`src/rtl/shift_pkg.sv`:
```
// -----------------------------------------------------------------------------
// shift_pkg
// Shared definitions for the serial shifter and the shift command decoder.
//   - FSM state encodings for seq_shift_unit
//   - Bit positions of the fields inside the packed shift command word
//     {fill, amount, dir}; the fill and amount-MSB positions depend on the
//     command width, so they are provided as helper functions.
//   - Direction encodings
// -----------------------------------------------------------------------------
package shift_pkg;

    typedef logic [1:0] state_t;

    localparam state_t IDLE  = 2'd0;
    localparam state_t SHIFT = 2'd1;
    localparam state_t DONE  = 2'd2;

    localparam int AMT_LSB = 1;
    localparam int DIR_BIT = 0;

    localparam logic DIR_RIGHT = 1'b0;
    localparam logic DIR_LEFT  = 1'b1;

    // Fill bit sits at the top of the command word.
    function automatic int fill_bit(input int width);
        return width - 1;
    endfunction

    // Amount field occupies everything between the fill and direction bits.
    function automatic int amt_msb(input int width);
        return width - 2;
    endfunction

endpackage

```
`src/rtl/shift_cmd_decode.sv`:
```
// -----------------------------------------------------------------------------
// shift_cmd_decode
// Combinational split of a packed shift command word into its fields, with the
// shift amount saturated to WIDTH (a larger request moves every bit out).
// Ports:
//   cmd     in   WIDTH    packed command {fill, amount, dir}
//   dir     out  1        0 = right, 1 = left
//   fill    out  1        bit shifted in at the vacated end
//   amount  out  CNT_W    min(amount field, WIDTH)
// -----------------------------------------------------------------------------
module shift_cmd_decode
    import shift_pkg::*;
#(
    parameter int WIDTH = 4,
    parameter int CNT_W = $clog2(WIDTH + 1)
) (
    input  logic [WIDTH-1:0] cmd,
    output logic             dir,
    output logic             fill,
    output logic [CNT_W-1:0] amount
);

    localparam int FILL_BIT = fill_bit(WIDTH);
    localparam int AMT_MSB  = amt_msb(WIDTH);

    logic [AMT_MSB-AMT_LSB:0] amt_field;
    logic [31:0]              amt_ext;

    assign dir       = cmd[DIR_BIT];
    assign fill      = cmd[FILL_BIT];
    assign amt_field = cmd[AMT_MSB:AMT_LSB];
    assign amt_ext   = 32'(amt_field);

    always_comb begin
        if (amt_ext >= 32'(WIDTH)) begin
            amount = CNT_W'(WIDTH);
        end else begin
            amount = CNT_W'(amt_ext);
        end
    end

endmodule

```
`src/rtl/seq_shift_unit.sv`:
```
// -----------------------------------------------------------------------------
// seq_shift_unit
// Multi-cycle shifter: accepts an operand and a packed command word, then moves
// the operand one bit position per clock. Bits leaving the operand are
// collected in overflow in the order they exit.
// Parameters:
//   WIDTH  operand / result / command width (>= 4)
//   OP     0 = logical, 1 = arithmetic (right shifts replicate the sign bit)
// Ports:
//   clk        in   1      rising-edge clock
//   rst        in   1      synchronous active-high reset
//   in_valid   in   1      command and operand present
//   in_ready   out  1      high only while idle
//   in         in   WIDTH  operand
//   shift      in   WIDTH  command {fill, amount, dir}
//   out_valid  out  1      result present, held until out_ready
//   out_ready  in   1      consumer takes the result
//   out        out  WIDTH  shifted operand
//   overflow   out  WIDTH  bits shifted out, in exit order
// -----------------------------------------------------------------------------
module seq_shift_unit
    import shift_pkg::*;
#(
    parameter int WIDTH = 4,
    parameter bit OP    = 1'b0
) (
    input  logic             clk,
    input  logic             rst,
    input  logic             in_valid,
    output logic             in_ready,
    input  logic [WIDTH-1:0] in,
    input  logic [WIDTH-1:0] shift,
    output logic             out_valid,
    input  logic             out_ready,
    output logic [WIDTH-1:0] out,
    output logic [WIDTH-1:0] overflow
);

    localparam int CNT_W = $clog2(WIDTH + 1);

    state_t             state_reg;
    state_t             state_next;
    logic [WIDTH-1:0]   data_reg;
    logic [WIDTH-1:0]   ovf_reg;
    logic [CNT_W-1:0]   count_reg;
    logic               dir_reg;
    logic               fill_reg;

    logic               cmd_dir;
    logic               cmd_fill;
    logic [CNT_W-1:0]   cmd_amount;

    logic               accept;
    logic               step;
    logic               right_fill;
    logic [WIDTH-1:0]   right_data;
    logic [WIDTH-1:0]   right_ovf;
    logic [WIDTH-1:0]   left_data;
    logic [WIDTH-1:0]   left_ovf;

    shift_cmd_decode #(
        .WIDTH (WIDTH),
        .CNT_W (CNT_W)
    ) u_decode (
        .cmd    (shift),
        .dir    (cmd_dir),
        .fill   (cmd_fill),
        .amount (cmd_amount)
    );

    assign accept = (state_reg == IDLE) && in_valid;
    assign step   = (state_reg == SHIFT) && (count_reg != '0);

    // Arithmetic right shifts keep re-inserting the current MSB, which never
    // changes, so the sign propagates for the whole operation.
    assign right_fill = OP ? data_reg[WIDTH-1] : fill_reg;

    // One-bit step networks, built per bit position.
    for (genvar gi = 0; gi < WIDTH; gi++) begin : g_step
        if (gi == WIDTH - 1) begin : g_top
            assign right_data[gi] = right_fill;
            assign right_ovf[gi]  = data_reg[0];
        end else begin : g_not_top
            assign right_data[gi] = data_reg[gi+1];
            assign right_ovf[gi]  = ovf_reg[gi+1];
        end
        if (gi == 0) begin : g_bottom
            assign left_data[gi] = fill_reg;
            assign left_ovf[gi]  = data_reg[WIDTH-1];
        end else begin : g_not_bottom
            assign left_data[gi] = data_reg[gi-1];
            assign left_ovf[gi]  = ovf_reg[gi-1];
        end
    end

    // ---------------- FSM: state register ----------------
    always_ff @(posedge clk) begin
        if (rst) begin
            state_reg <= IDLE;
        end else begin
            state_reg <= state_next;
        end
    end

    // ---------------- FSM: next-state logic ----------------
    always_comb begin
        state_next = state_reg;
        case (state_reg)
            IDLE:    if (in_valid)          state_next = SHIFT;
            SHIFT:   if (count_reg == '0)   state_next = DONE;
            DONE:    if (out_ready)         state_next = IDLE;
            default:                        state_next = IDLE;
        endcase
    end

    // ---------------- FSM: outputs ----------------
    always_comb begin
        in_ready  = (state_reg == IDLE);
        out_valid = (state_reg == DONE);
    end

    // ---------------- Datapath and counter ----------------
    always_ff @(posedge clk) begin
        if (rst) begin
            data_reg  <= '0;
            ovf_reg   <= '0;
            count_reg <= '0;
            dir_reg   <= DIR_RIGHT;
            fill_reg  <= 1'b0;
        end else if (accept) begin
            data_reg  <= in;
            ovf_reg   <= '0;
            count_reg <= cmd_amount;
            dir_reg   <= cmd_dir;
            fill_reg  <= cmd_fill;
        end else if (step) begin
            if (dir_reg == DIR_LEFT) begin
                data_reg <= left_data;
                ovf_reg  <= left_ovf;
            end else begin
                data_reg <= right_data;
                ovf_reg  <= right_ovf;
            end
            count_reg <= count_reg - CNT_W'(1);
        end
    end

    assign out      = data_reg;
    assign overflow = ovf_reg;

endmodule

```
`config.mk`:
```
export PLATFORM = sky130hd
export DESIGN_NAME = seq_shift_unit
export DESIGN_NICKNAME = d
export VERILOG_FILES = /design/src/rtl/shift_pkg.sv /design/src/rtl/shift_cmd_decode.sv /design/src/rtl/seq_shift_unit.sv
export SDC_FILE = /design/constraint.sdc
export NUM_CORES = 1
export LEC_CHECK = 0
export ABC_CLOCK_PERIOD_IN_PS = 1620
export BUFFER_PORTS_ARGS = -buffer_cell sky130_fd_sc_hd__buf_2
export CAP_MARGIN = 5
export CORE_MARGIN = 1
export CORE_UTILIZATION = 30
export DETAILED_ROUTE_END_ITERATION = 6
export PLACE_DENSITY = 0.57
export RECOVER_POWER = 50
export SLEW_MARGIN = 15
export SYNTH_ARGS = -nofsm -noshare
export SYNTH_HDL_FRONTEND = slang
export SYNTH_SLANG_ARGS = --single-unit
export TNS_END_PERCENT = 5
```
`constraint.sdc`:
```
create_clock -name clk -period 1.62 [get_ports clk]
set_clock_uncertainty 0.15 [all_clocks]
set_input_delay 0.243 -clock clk [delete_from_list [all_inputs] [get_ports clk]]
set_output_delay 0.243 -clock clk [all_outputs]
set_load 0.005 [all_outputs]
```
==> metrics <==
status complete, but fails checks; failing checks negative setup slack; Clock Root Buffer clkbuf_4; share of post-route cells with drive strength above 1 approximately half; final core utilization 43.7%; leading cell types in the layout, fill and taps excluded buf_2, dfxtp_1, a21oi_1; area grow syn2layout 31.9%; Hold Path Depth 3; Crit Path Category flop to flop; clock buffer depth 2; sequential fraction of the synthesis area between 30% and 40%; worst-path maximum fanout 7; total track usage about 13%; maximum VDD drop around 0.57 mV; die height between 50 and 60 um; DRC viols 0; required time of the critical path approximately 1.7 ns; Avg Cell Area, Syn ~9.6 um2; FF+latch area slightly above 300 um2; Pwr Density roughly 850 nW/um2; H-tree Lvls 1; GRT overflow 0; synth warn 0; footprint of the multi-input gates 462 um2; Worst slew margin roughly 75%; CORE AREA between 2000 and 2500 um2; initial antenna violation count 0; Netlist Area Pre-Place approximately 760 um2; hold crit path type input port to flop; Clock transition at path regs roughly 0.080 ns; placed cell area roughly 950 um2; CTS tree yes; Buffers on Ports 21; final hold vios 0; setup ws final -0.0782 ns; Fillers 239; drt first pass iters 4; cells on worst reg2reg path 7; boundary pin count 22; final wirelength ~1.7 mm; P_leak 0.388 nW; Final Setup Violations 11; Tmin final about 1.7 ns; Syn Inst Count about 80; CP arrival 1.73 ns; vias per std cell between 5 and 6; routed len/inst around 13 um; Max Cap Viol 0; first-pass GRT wire length 2.64 mm; clk_lat worst skew around 0.28 ns; ANT cells 0; CP Launch Type flop; Slew @ Worst Pin around 0.38 ns; vias in the first global route ~600; clk sinks 15; FP Rows 17; DIE WIDTH about 52 um; Netlist cell types 25; CP Capture Type flop; Fmax about 590 MHz; most common cell after layout, fill and taps aside buf_2; HPWL Detailed approximately 1.2 mm; syn nets 93; Nets roughly 120; GP Congestion about 0.74; effective utilization at floorplan 33.2%; Final Cell Area 1000 um2; Die ar. approximately 2700 um2; RSZ-0062 raised after global routing true; CTS buffer count 3; Via Count 674; #FFs+latches synth 15; max-slew violation count 0; Routed Antenna Nets 0; largest net degree at the start of global routing 16; DRT iter0 DRCs 3; final critical-path share of the clock period 105%
layer usage:
metal  track usage (%)  routed length (um)  vias up
met5                 0                   0        -
met1              15.8                 744      317
li1                  -                   -      342
met2              22.2                 849       13
met4              3.95                  19        0
met3              5.22                  74        2
critical path, cell delays in order (launching register included):
cell and delay [ns]:
dfxtp_2 0.34, inv_2 0.05, ha_4 0.15, ha_4 0.17, nor3b_4 0.34, buf_6 0.18
nor2_4 0.04, a2111oi_4 0.17
final timing paths:
kind | start | end | slack, ns
worst min-delay path | shift[0] | dir_reg | 0.05
worst max register to register | count_reg[0] | overflow[3] | -0.08
worst max-delay path | count_reg[0] | overflow[3] | -0.08
worst min register to register | fill_reg | fill_reg | 0.32
repair_timing:
item / 4_1_cts / 5_1_grt
cloned: 0 / 0
hold buffers: 0 / 0
setup buffers: 1 / 0
gates resized for setup: 4 / 4
endpoints found under the setup margin: 11 / 11
pin swaps: 4 / 2
cells in the mapped netlist, drive strengths merged:
master	count	area, um2
ha	2	25.0
a22oi	5	37.5
and2b	1	8.76
nand3	7	35.0
mux2i	4	40.0
mux2	4	45.0
nor3b	2	26.3
nand2	4	15.0
nand2b	1	6.26
clkbuf	1	3.75
nor2	5	26.3
a21oi	11	55.1
nand3b	1	7.51
a2bb2oi	1	8.76
or2b	1	7.51
dfxtp	15	300
inv	3	11.3
or3b	2	17.5
buf	5	31.3
a2111oi	4	53.8
metrics by stage:
stage	setup TNS [ns]	total power [W]	hold WS, ns	cells	setup slack (ns)
2_1_floorplan	0	0.000573	0.155	79	0.0178
3_3_place_gp	-0.307	0.000640	0.311	129	-0.0470
3_5_place_dp	-0.749	0.000644	0.309	129	-0.118
4_1_cts	-0.363	0.000862	0.0405	134	-0.0853
5_1_grt	-1.52	0.000909	0.0431	134	-0.193
6_report	-0.412	0.000853	0.0482	134	-0.0782
cell families after synthesis:
kind of cell / after synthesis / synth area share, %
buffers and inverters: 9 / 6.07
multiplexers: 8 / 11.2
AND/OR/NAND/NOR: 24 / 19.7
flip-flops: 15 / 39.4
adder cells (fa/ha/maj): 2 / 3.28
AO/OA/AOI/OAI: 21 / 20.4
area by class of cell:
| cell class | count | share of cell area (%) |
|---|---|---|
| repair buffers | 29 | 16.7 |
| flip-flops and latches | 15 | 30.1 |
| multi-input cells | 55 | 46.0 |
| well taps | 28 | 3.49 |
| clock buffers | 4 | 2.62 |
| inverters | 3 | 1.12 |
power breakdown:
group          internal [W]  switching, W
clock             0.0000955      0.000111
combinational      0.000118      0.000101
sequential         0.000397     0.0000308
total              0.000610      0.000243
No activity file was read; power rests on OpenSTA's default activity.
